===== config.mk =====
export PLATFORM = sky130hd
export DESIGN_NAME = alu_serial_ctrl_flat
export DESIGN_NICKNAME = d
export VERILOG_FILES = /design/src/rtl/alu_pkg.sv /design/src/rtl/alu_serial_ctrl_if.sv /design/src/rtl/alu_op_map.sv /design/src/rtl/alu_serial_ctrl.sv /design/src/flat_wrapper.sv
export SDC_FILE = /design/constraint.sdc
export NUM_CORES = 1
export LEC_CHECK = 0
export CORE_UTILIZATION = 49
export DETAILED_ROUTE_END_ITERATION = 6
export PLACE_DENSITY = 0.93
export SLEW_MARGIN = 15
export SYNTH_ARGS = -nofsm -noshare
export SYNTH_HDL_FRONTEND = slang
export SYNTH_SLANG_ARGS = --single-unit

===== constraint.sdc =====
create_clock -name clk -period 2.5 [get_ports clk]
set_clock_uncertainty 0.1 [all_clocks]
set_input_delay 0.5 -clock clk [delete_from_list [all_inputs] [get_ports clk]]
set_output_delay 0.5 -clock clk [all_outputs]
set_load 0.05 [all_outputs]

===== src/rtl/alu_pkg.sv =====
// Shared definitions for the bit-serial ALU controller: opcodes, slice selects
// and the controller state encoding.
package alu_pkg;

  localparam logic [2:0] OP_AND  = 3'b000;
  localparam logic [2:0] OP_NOT  = 3'b001;
  localparam logic [2:0] OP_OR   = 3'b010;
  localparam logic [2:0] OP_XOR  = 3'b011;
  localparam logic [2:0] OP_ADD  = 3'b100;
  localparam logic [2:0] OP_SUB  = 3'b101;
  localparam logic [2:0] OP_XFER = 3'b110;
  localparam logic [2:0] OP_TEST = 3'b111;

  localparam logic [2:0] SEL_AND = 3'b000;
  localparam logic [2:0] SEL_NOT = 3'b001;
  localparam logic [2:0] SEL_OR  = 3'b010;
  localparam logic [2:0] SEL_XOR = 3'b011;
  localparam logic [2:0] SEL_ADD = 3'b100;

  typedef enum logic [1:0] {
    ST_IDLE = 2'd0,
    ST_RUN  = 2'd1,
    ST_DONE = 2'd2
  } state_t;

endpackage


===== src/rtl/alu_serial_ctrl_if.sv =====
// Request, slice and response signals of the serial ALU controller.
// ALU_SERIAL_OVERFLOW_EN adds the rsp_ovf flag.
interface alu_serial_ctrl_if #(
  parameter int WIDTH = 4
);
  logic             req_valid;
  logic             req_ready;
  logic [2:0]       req_op;
  logic [WIDTH-1:0] req_a;
  logic [WIDTH-1:0] req_b;
  logic             slice_a;
  logic             slice_b;
  logic             slice_carry_in;
  logic [2:0]       slice_select;
  logic             slice_out;
  logic             slice_carry_out;
  logic             rsp_valid;
  logic             rsp_ready;
  logic [WIDTH-1:0] rsp_result;
  logic             rsp_zero;
  logic             rsp_neg;
  logic             rsp_carry;
`ifdef ALU_SERIAL_OVERFLOW_EN
  logic             rsp_ovf;
`endif

  // slave: the controller; master: the requester that also hosts the slice
  modport slave (
`ifdef ALU_SERIAL_OVERFLOW_EN
    output rsp_ovf,
`endif
    input  req_valid, req_op, req_a, req_b, slice_out, slice_carry_out, rsp_ready,
    output req_ready, slice_a, slice_b, slice_carry_in, slice_select,
    output rsp_valid, rsp_result, rsp_zero, rsp_neg, rsp_carry
  );

  modport master (
`ifdef ALU_SERIAL_OVERFLOW_EN
    input  rsp_ovf,
`endif
    output req_valid, req_op, req_a, req_b, slice_out, slice_carry_out, rsp_ready,
    input  req_ready, slice_a, slice_b, slice_carry_in, slice_select,
    input  rsp_valid, rsp_result, rsp_zero, rsp_neg, rsp_carry
  );
endinterface


===== src/rtl/alu_op_map.sv =====
// Opcode decoder: maps a controller opcode onto slice select, B-operand
// conditioning and carry seed.
module alu_op_map
  import alu_pkg::*;
(
  input  logic [2:0] i_op,
  output logic [2:0] o_select,
  output logic       o_b_invert,
  output logic       o_b_zero,
  output logic       o_carry_init,
  output logic       o_is_arith
);

  always_comb begin
    o_select     = SEL_AND;
    o_b_invert   = 1'b0;
    o_b_zero     = 1'b0;
    o_carry_init = 1'b0;
    o_is_arith   = 1'b0;
    case (i_op)
      OP_AND: o_select = SEL_AND;
      OP_NOT: o_select = SEL_NOT;
      OP_OR:  o_select = SEL_OR;
      OP_XOR: o_select = SEL_XOR;
      OP_ADD: begin
        o_select   = SEL_ADD;
        o_is_arith = 1'b1;
      end
      OP_SUB: begin
        // A - B computed as A + ~B + 1
        o_select     = SEL_ADD;
        o_b_invert   = 1'b1;
        o_carry_init = 1'b1;
        o_is_arith   = 1'b1;
      end
      default: begin
        // TRANSFER / TEST: A OR 0 passes A through
        o_select = SEL_OR;
        o_b_zero = 1'b1;
      end
    endcase
  end

endmodule


===== src/rtl/alu_serial_ctrl.sv =====
// Bit-serial initiator driving a single 1-bit ALU slice, LSB first.
// Define ALU_SERIAL_OVERFLOW_EN to add the signed-overflow response flag.
module alu_serial_ctrl
  import alu_pkg::*;
#(
  parameter int WIDTH = 4
) (
  input  logic        clk,
  input  logic        rst_n,
  alu_serial_ctrl_if.slave bus
);

  localparam int CW = (WIDTH > 2) ? $clog2(WIDTH) : 1;

  state_t           r_state;
  state_t           w_state_next;
  logic [2:0]       r_op;
  logic [WIDTH-1:0] r_a;
  logic [WIDTH-1:0] r_b;
  logic [WIDTH-1:0] r_result;
  logic [CW-1:0]    r_cnt;
  logic             r_carry;

  logic [2:0] w_select;
  logic       w_b_invert;
  logic       w_b_zero;
  logic       w_carry_init;
  logic       w_is_arith;
  logic       w_last;
  logic       w_accept;
  logic       w_carry_in;
  logic       w_b_bit;

  alu_op_map u_op_map (
    .i_op         (r_op),
    .o_select     (w_select),
    .o_b_invert   (w_b_invert),
    .o_b_zero     (w_b_zero),
    .o_carry_init (w_carry_init),
    .o_is_arith   (w_is_arith)
  );

  assign w_last   = (r_cnt == CW'(WIDTH - 1));
  assign w_accept = (r_state == ST_IDLE) && bus.req_valid;
  // The decoder sees only the latched op, so the carry seed is applied on bit 0
  // here instead of being loaded into r_carry at accept time.
  assign w_carry_in = (r_cnt == '0) ? w_carry_init : r_carry;
  assign w_b_bit    = w_b_zero ? 1'b0 : (r_b[r_cnt] ^ w_b_invert);

  always_ff @(posedge clk or negedge rst_n) begin
    if (!rst_n) begin
      r_state <= ST_IDLE;
    end else begin
      r_state <= w_state_next;
    end
  end

  always_comb begin
    w_state_next = r_state;
    case (r_state)
      ST_IDLE: if (bus.req_valid) w_state_next = ST_RUN;
      ST_RUN:  if (w_last)        w_state_next = ST_DONE;
      ST_DONE: if (bus.rsp_ready) w_state_next = ST_IDLE;
      default: w_state_next = ST_IDLE;
    endcase
  end

  always_comb begin
    bus.req_ready      = rst_n && (r_state == ST_IDLE);
    bus.slice_a        = 1'b0;
    bus.slice_b        = 1'b0;
    bus.slice_carry_in = 1'b0;
    bus.slice_select   = 3'b000;
    bus.rsp_valid      = 1'b0;
    bus.rsp_result     = '0;
    bus.rsp_zero       = 1'b0;
    bus.rsp_neg        = 1'b0;
    bus.rsp_carry      = 1'b0;
    if (r_state == ST_RUN) begin
      bus.slice_a        = r_a[r_cnt];
      bus.slice_b        = w_b_bit;
      bus.slice_carry_in = w_carry_in;
      bus.slice_select   = w_select;
    end
    if (r_state == ST_DONE) begin
      bus.rsp_valid  = 1'b1;
      bus.rsp_result = r_result;
      bus.rsp_zero   = (r_result == '0);
      bus.rsp_neg    = r_result[WIDTH-1];
      bus.rsp_carry  = w_is_arith & r_carry;
    end
  end

  always_ff @(posedge clk or negedge rst_n) begin
    if (!rst_n) begin
      r_op     <= 3'b000;
      r_a      <= '0;
      r_b      <= '0;
      r_result <= '0;
      r_cnt    <= '0;
      r_carry  <= 1'b0;
    end else if (w_accept) begin
      r_op    <= bus.req_op;
      r_a     <= bus.req_a;
      r_b     <= bus.req_b;
      r_cnt   <= '0;
      r_carry <= 1'b0;
    end else if (r_state == ST_RUN) begin
      r_result[r_cnt] <= bus.slice_out;
      r_carry         <= bus.slice_carry_out;
      r_cnt           <= r_cnt + CW'(1);
    end
  end

`ifdef ALU_SERIAL_OVERFLOW_EN
  logic r_ovf;

  always_ff @(posedge clk or negedge rst_n) begin
    if (!rst_n) begin
      r_ovf <= 1'b0;
    end else if ((r_state == ST_RUN) && w_last) begin
      r_ovf <= w_is_arith & (w_carry_in ^ bus.slice_carry_out);
    end
  end

  assign bus.rsp_ovf = (r_state == ST_DONE) ? r_ovf : 1'b0;
`endif

endmodule


===== src/flat_wrapper.sv =====
// flat-port wrapper written by rule: the top's interface ports become plain ports
module alu_serial_ctrl_flat import alu_pkg::*;
#(
  parameter int WIDTH = 4
)
  (clk, rst_n, bus_req_valid, bus_req_op, bus_req_a, bus_req_b, bus_slice_out, bus_slice_carry_out, bus_rsp_ready, bus_req_ready, bus_slice_a, bus_slice_b, bus_slice_carry_in, bus_slice_select, bus_rsp_valid, bus_rsp_result, bus_rsp_zero, bus_rsp_neg, bus_rsp_carry);
  alu_serial_ctrl_if #(.WIDTH(WIDTH)) bus_i ();
  input  logic clk;
  input  logic rst_n;
  input wire logic [$bits(bus_i.req_valid)-1:0] bus_req_valid;
  input wire logic [$bits(bus_i.req_op)-1:0] bus_req_op;
  input wire logic [$bits(bus_i.req_a)-1:0] bus_req_a;
  input wire logic [$bits(bus_i.req_b)-1:0] bus_req_b;
  input wire logic [$bits(bus_i.slice_out)-1:0] bus_slice_out;
  input wire logic [$bits(bus_i.slice_carry_out)-1:0] bus_slice_carry_out;
  input wire logic [$bits(bus_i.rsp_ready)-1:0] bus_rsp_ready;
  output wire logic [$bits(bus_i.req_ready)-1:0] bus_req_ready;
  output wire logic [$bits(bus_i.slice_a)-1:0] bus_slice_a;
  output wire logic [$bits(bus_i.slice_b)-1:0] bus_slice_b;
  output wire logic [$bits(bus_i.slice_carry_in)-1:0] bus_slice_carry_in;
  output wire logic [$bits(bus_i.slice_select)-1:0] bus_slice_select;
  output wire logic [$bits(bus_i.rsp_valid)-1:0] bus_rsp_valid;
  output wire logic [$bits(bus_i.rsp_result)-1:0] bus_rsp_result;
  output wire logic [$bits(bus_i.rsp_zero)-1:0] bus_rsp_zero;
  output wire logic [$bits(bus_i.rsp_neg)-1:0] bus_rsp_neg;
  output wire logic [$bits(bus_i.rsp_carry)-1:0] bus_rsp_carry;
  assign bus_i.req_valid = bus_req_valid;
  assign bus_i.req_op = bus_req_op;
  assign bus_i.req_a = bus_req_a;
  assign bus_i.req_b = bus_req_b;
  assign bus_i.slice_out = bus_slice_out;
  assign bus_i.slice_carry_out = bus_slice_carry_out;
  assign bus_i.rsp_ready = bus_rsp_ready;
  assign bus_req_ready = bus_i.req_ready;
  assign bus_slice_a = bus_i.slice_a;
  assign bus_slice_b = bus_i.slice_b;
  assign bus_slice_carry_in = bus_i.slice_carry_in;
  assign bus_slice_select = bus_i.slice_select;
  assign bus_rsp_valid = bus_i.rsp_valid;
  assign bus_rsp_result = bus_i.rsp_result;
  assign bus_rsp_zero = bus_i.rsp_zero;
  assign bus_rsp_neg = bus_i.rsp_neg;
  assign bus_rsp_carry = bus_i.rsp_carry;
  alu_serial_ctrl #(.WIDTH(WIDTH)) u_core (.clk(clk), .rst_n(rst_n), .bus(bus_i));
endmodule

* Word-level counts from Yosys, hierarchy flattened *
Cells that the tools add are included.

word-level totals
  logic and storage cells = 65
  bits in registers = 20
  input port bits = 17

cells by class
  bitwise operators = 3
  equality and inequality tests = 11
  reduce and logical (&&, ||, !) cells = 12
  magnitude comparators = 2
  add/subtract/negate cells = 1
  mux-type cells = 29

operators with widths
  kind                                                                number
  2-to-1 mux 1 bit                                                    16
  case mux 3 bit (4 select lines)                                     1
  2-to-1 mux 2 bit                                                    5
  == test 3 x 2 -> 1 bit (second input constant)                      2
  == test 3 bit (second input constant)                               2
  case mux 2 bit (3 select lines)                                     1
  OR reduction 6 bit                                                  1
  binary-select mux 1 bit (select 2 bit)                              2
  bitwise mux 4 bit                                                   1
  == test 2 bit (second input constant)                               2
  zero test 2 bit                                                     2
  zero test 4 bit                                                     1
  2-to-1 mux 4 bit                                                    1
  != test 2 bit (second input constant)                               2
  == test 3 x 1 -> 1 bit (second input constant)                      1
  logical AND 1 bit                                                   3
  zero test 3 bit                                                     1
  less-than comparator 2 x 3 -> 1 bit (second input constant)         1
  2-to-1 mux 3 bit                                                    1
  AND reduction 3 bit                                                 1
  adder 2 x 1 -> 2 bit (second input constant)                        1
  demux 1 bit (select 2 bit)                                          1
  == test 2 x 1 -> 1 bit (second input constant)                      1
  greater-or-equal comparator 2 x 1 -> 1 bit (second input constant)  1
  other kinds (7)                                                     7

* Longest topological paths before layout *
  depth in word-level cells = 5
  gate-level depth with buffers = 5
  depth with buffers taken out = 5

* Modules after synthesis *
A second synthesis with hierarchy kept.

second synthesis, totals
  cells, all modules = 89
  area total of the unflattened synthesis = 1109.8 um^2

by module, submodules not included
  module           instances  cells each  area each (um^2)  sequential area each (um^2)
  alu_serial_ctrl  1          82          1058.5            500.5
  alu_op_map       1          7           51.3              0.0

* Least setup slack after synthesis *
Ideal clock, no wire load.

  kind = flip-flop to output port
  from = reg u_core.r_state[1]
  to = out bus_rsp_result[3]
  path slack = -253 ps
  data arrival time = 2153 ps
  cell stages (with the launch flop) = 4
  required time = 1900 ps
  path buffers = 1
  path through = dfrtp_1 -> nor2b_1 -> and2_1 -> buf_4

on the way
  cells in the longest elaborated chain, start to end = 2

ends and longest elaborated chain
  item                    RTL line               text
  start, declared         alu_serial_ctrl.sv:15  state_t r_state;
  start signal, assigned  alu_serial_ctrl.sv:54  r_state <= w_state_next;
  == test 2 bit           alu_serial_ctrl.sv:85  if (r_state == ST_DONE) begin
  2-to-1 mux 4 bit        alu_serial_ctrl.sv:85
  end, declared           flat_wrapper.sv:23     output wire logic [$bits(bus_i.rsp_result)-1:0] bus_rsp_result;

No other way between the ends.

* Final worst setup path *
  from = reg u_core.r_cnt[0]
  to = out bus_slice_b

on the way
  cells in the longest elaborated chain, start to end = 5

ends and longest elaborated chain
  item                                    RTL line                text
  start, declared                         alu_serial_ctrl.sv:21   logic [CW-1:0] r_cnt;
  start signal, assigned                  alu_serial_ctrl.sv:111  r_cnt <= r_cnt + CW'(1);
  binary-select mux 1 bit (select 2 bit)  alu_serial_ctrl.sv:48   assign w_b_bit = w_b_zero ? 1'b0 : (r_b[r_cnt] ^ w_b_invert);
  2-to-1 mux 1 bit (not written as such)  alu_serial_ctrl.sv:48
  XOR 1 bit                               alu_serial_ctrl.sv:48
  2-to-1 mux 1 bit                        alu_serial_ctrl.sv:48
  2-to-1 mux 1 bit                        alu_serial_ctrl.sv:79   if (r_state == ST_RUN) begin
  end, declared                           flat_wrapper.sv:19      output wire logic [$bits(bus_i.slice_b)-1:0] bus_slice_b;

No other way between the ends. The select of a mux whose other input is x is not followed.

==> run summary <==
The run finished with clean final reports. The required time at the worst-slack endpoint is 1.90 ns. After technology mapping, the gate count stands at 86.

The run gives 0 as the total number of yosys warnings. The biggest area contributor in the post-synthesis netlist is sky130_fd_sc_hd__dfrtp_1. The power density normalized to cell area works out to 1330 mW/mm2.

Sequential cells were found to cover 46.9% of the synthesized design area. The capturing element type of the critical path is an output port. In the post-synthesis netlist, the biggest area contributors are sky130_fd_sc_hd__dfrtp_1, sky130_fd_sc_hd__mux2_2, sky130_fd_sc_hd__mux2_4, sky130_fd_sc_hd__ha_1, sky130_fd_sc_hd__and2_1.

The finished cells cover 0.00146 mm2. Along the worst path, the maximum fanout reaches 6. The worst-case IR drop observed on VDD is 0.815 mV. The first-pass detailed-route iteration total is 4, and the count of antenna-violating nets left after detailed routing is 0.

The worst path buffer plus inverter count is 1, and the clock latency on the worst-skew pair is 0.29 ns. For this run, the total global-route usage over all layers was measured as 19.4%. Clock tree synthesis selected as its root buffer the cell sky130_fd_sc_hd__clkbuf_4. For the count of final hold-check violations, the log shows 0. In this run, synthesis produced a sequential element count of 20. The library cell contributing the largest single delay on the critical path is sky130_fd_sc_hd__mux4_2. The net count of the finished layout was 142; the max-cap violation count was 0.

The tools report the type of origin of the critical path as a register. The logs give 0 for the count of inserted antenna diode cells and 2.00 mm for the total detailed-routing wirelength. Global routing finished with a remaining overflow of 0. Detailed routing inserted a total of 752 vias. Setup violations remaining at the end of the flow were counted as 0. In this run the count of I/O pins placed on the die edge is 32.

When the netlist entered floorplanning its net count stood at 107. The post-synthesis area per instance is 12.4 um2, and the total DRC errors in the routed layout is 0. Broken down by cell family, the worst path's largest delay share belongs to multiplexers. The number of vias per cell after detailed routing is 5.15, and the share of cells above drive strength 1 is 34.5%. The synthesized design devotes to its leading area cell type 46.9% of total area. In this run the vertical extent of the chip is 48.6 um. The wire-length estimate of the detail-placed layout is 1.54 mm.

The run gives 1.79 ns as the data arrival time at the worst-slack endpoint. Hold timing on the final database bottoms out at a slack of 0.411 ns. The setup path with the least slack is of type register to output port. The run gives 0.00107 mm2 as the netlist area before placement. Summed over all failing endpoints, the final setup total negative slack is 0 ns. CTS saw 20 sinks.

The number of DRC markers in iteration 0 was 16; the horizontal extent of the die was 48.6 um. The transition time at the pin with the least slew margin works out to 0.482 ns. The final period utilization was 95.6%. The logs give 0.798 for the weighted congestion at the end of routability-driven global placement and 0.111 ns for the final critical-path setup slack. The min-delay analysis places its worst path in the category register to register. The worst pin sits at a relative slew slack of 68.0%. The run gives 29 as the post-synthesis cell type count. The tools report the number of buffers created by CTS as 3. The logs give 0 for the final number of max-transition violations and 2 for the maximum count of clock buffers along a single path. The area inside the core boundary was 0.00200 mm2; the final critical-path required period was 2.39 ns. Derived from the worst setup path, the maximum achievable clock frequency is 419 MHz. For the number of antenna violations at the first check in global routing, the log shows 0. The number of port buffers was 31.

The die covers 0.00237 mm2. Entering global routing, the biggest net connects 21 pins. For this run, the slowest stage of the critical path takes 0.53 ns. The run gives 3.48 mm as the wire length of the first global-routing pass.

The logs give 795 for the number of global-route vias before repair and 16 for the number of core rows. From synthesis to final layout, the design area changed by 37.0%. TritonCTS built the clock tree. Once placement finished, the instance area stood at 0.00144 mm2.

The signal on the critical path passes through mux4_2, nand3b_4, a21oi_2, buf_12. The post-detailed-route wirelength per cell was 13.7 um. The worst reg-to-reg setup slack was 0.92 ns. Deepest level of the CTS H-tree: 1.

At the placement stage, the worst setup path has a slack of 0.306 ns. Once the floorplan was initialized, standard cells occupied 53.2% of the core. Setup repair after global routing left no endpoint under its margin.

Clock-pin slew was measured on the worst setup and hold paths at 0.11 ns. The analysis attributes to cell leakage a power of 0.000667 uW.
[cell type report]
| cell class | count | area (um2) |
|---|---|---|
| clock buffer | 3 | 22.5 |
| timing repair buffer | 33 | 364 |
| sequential | 20 | 502 |
| inverter | 4 | 15.0 |
| fill | 146 | 542 |
| tap | 27 | 33.8 |
| multi-input combinational | 59 | 523 |
[Yosys cell counts]
library cell / instances
sky130_fd_sc_hd__dfrtp_1: 20
sky130_fd_sc_hd__mux2_2: 10
sky130_fd_sc_hd__nand2_1: 7
sky130_fd_sc_hd__and2_1: 6
sky130_fd_sc_hd__o21ai_0: 5
sky130_fd_sc_hd__ha_1: 4
sky130_fd_sc_hd__inv_1: 4
sky130_fd_sc_hd__mux2_4: 4
sky130_fd_sc_hd__nor2_1: 3
sky130_fd_sc_hd__and3_1: 2
sky130_fd_sc_hd__buf_6: 2
sky130_fd_sc_hd__nor2b_1: 2
sky130_fd_sc_hd__a21oi_2: 1
sky130_fd_sc_hd__a31oi_1: 1
sky130_fd_sc_hd__and2b_1: 1
sky130_fd_sc_hd__buf_4: 1
sky130_fd_sc_hd__mux4_1: 1
sky130_fd_sc_hd__mux4_2: 1
sky130_fd_sc_hd__nand2_2: 1
sky130_fd_sc_hd__nand2b_1: 1
sky130_fd_sc_hd__nand3b_4: 1
sky130_fd_sc_hd__nor2b_2: 1
sky130_fd_sc_hd__nor3_1: 1
sky130_fd_sc_hd__nor3b_1: 1
sky130_fd_sc_hd__nor3b_4: 1
sky130_fd_sc_hd__o21bai_1: 1
sky130_fd_sc_hd__o31ai_1: 1
sky130_fd_sc_hd__or3_1: 1
sky130_fd_sc_hd__or4_1: 1
[logic make-up after synthesis]
kind of cell | synth area share (%)
AOI/OAI and AO/OA | 5.16
muxes | 20.8
DFF | 46.9
and+or+nand+nor | 18.2
buffers and inverters | 4.23
adders and majority gates | 4.70
[report_power, final]
part	switching, uW	total [uW]	internal, uW	leakage, uW
logic	594	1160	566	0.000416
clock network	94.5	151	56.1	0.0000138
registers	142	631	489	0.000237
[sequential cells by signal, indices dropped and copies added, names as in the netlist]
| register | count |
|---|---|
| u_core.r_a | 4 |
| u_core.r_state | 2 |
| u_core.r_result | 4 |
| u_core.r_op | 3 |
| u_core.r_cnt | 2 |
| u_core.r_b | 4 |
| u_core.r_carry | 1 |
[metrics by stage]
stage	std cells	total power [uW]	utilization, %
after floorplan	86	1420	-
after global placement	143	1760	71.8
after detailed placement	143	1810	71.8
after CTS	146	1950	72.9
after global routing	146	2070	72.9
final	146	1940	72.9
[final timing paths]
kind,from,endpoint,cells past startpoint
worst max-delay path,u_core.r_cnt[0],bus_slice_b,4
worst min-delay path,u_core.r_a[1],u_core.r_a[1],1
worst max register to register,u_core.r_state[0],u_core.r_result[0],3
worst min register to register,u_core.r_a[1],u_core.r_a[1],1
max in group asynchronous,rst_n,u_core.r_cnt[0],2
min in group asynchronous,rst_n,u_core.r_state[1],2
[per-layer routing]
metal	vias up	wire length, um	GRT usage [%]
li1	363	-	-
met1	360	881	23.6
met2	27	1010	34.3
met3	2	101	4.40
met4	0	5	5.39
met5	-	0	0
[layout by cell type (no fill, tap or decap), types with 5 or more instances in the layout]
cell type / instances
sky130_fd_sc_hd__clkdlybuf4s50_1: 16
sky130_fd_sc_hd__mux2_2: 10
sky130_fd_sc_hd__dfrtp_1: 19
sky130_fd_sc_hd__o21ai_0: 5
sky130_fd_sc_hd__nand2_1: 7
sky130_fd_sc_hd__and2_1: 6
sky130_fd_sc_hd__buf_12: 6
sky130_fd_sc_hd__buf_4: 10
[repair_timing]
action | CTS | global route
buffers inserted | 0 | 0
hold buffers | 0 | 0
endpoints found under the setup margin | 1 | 1
resized for setup | 1 | 1
No activity file was read; power rests on OpenSTA's default activity.
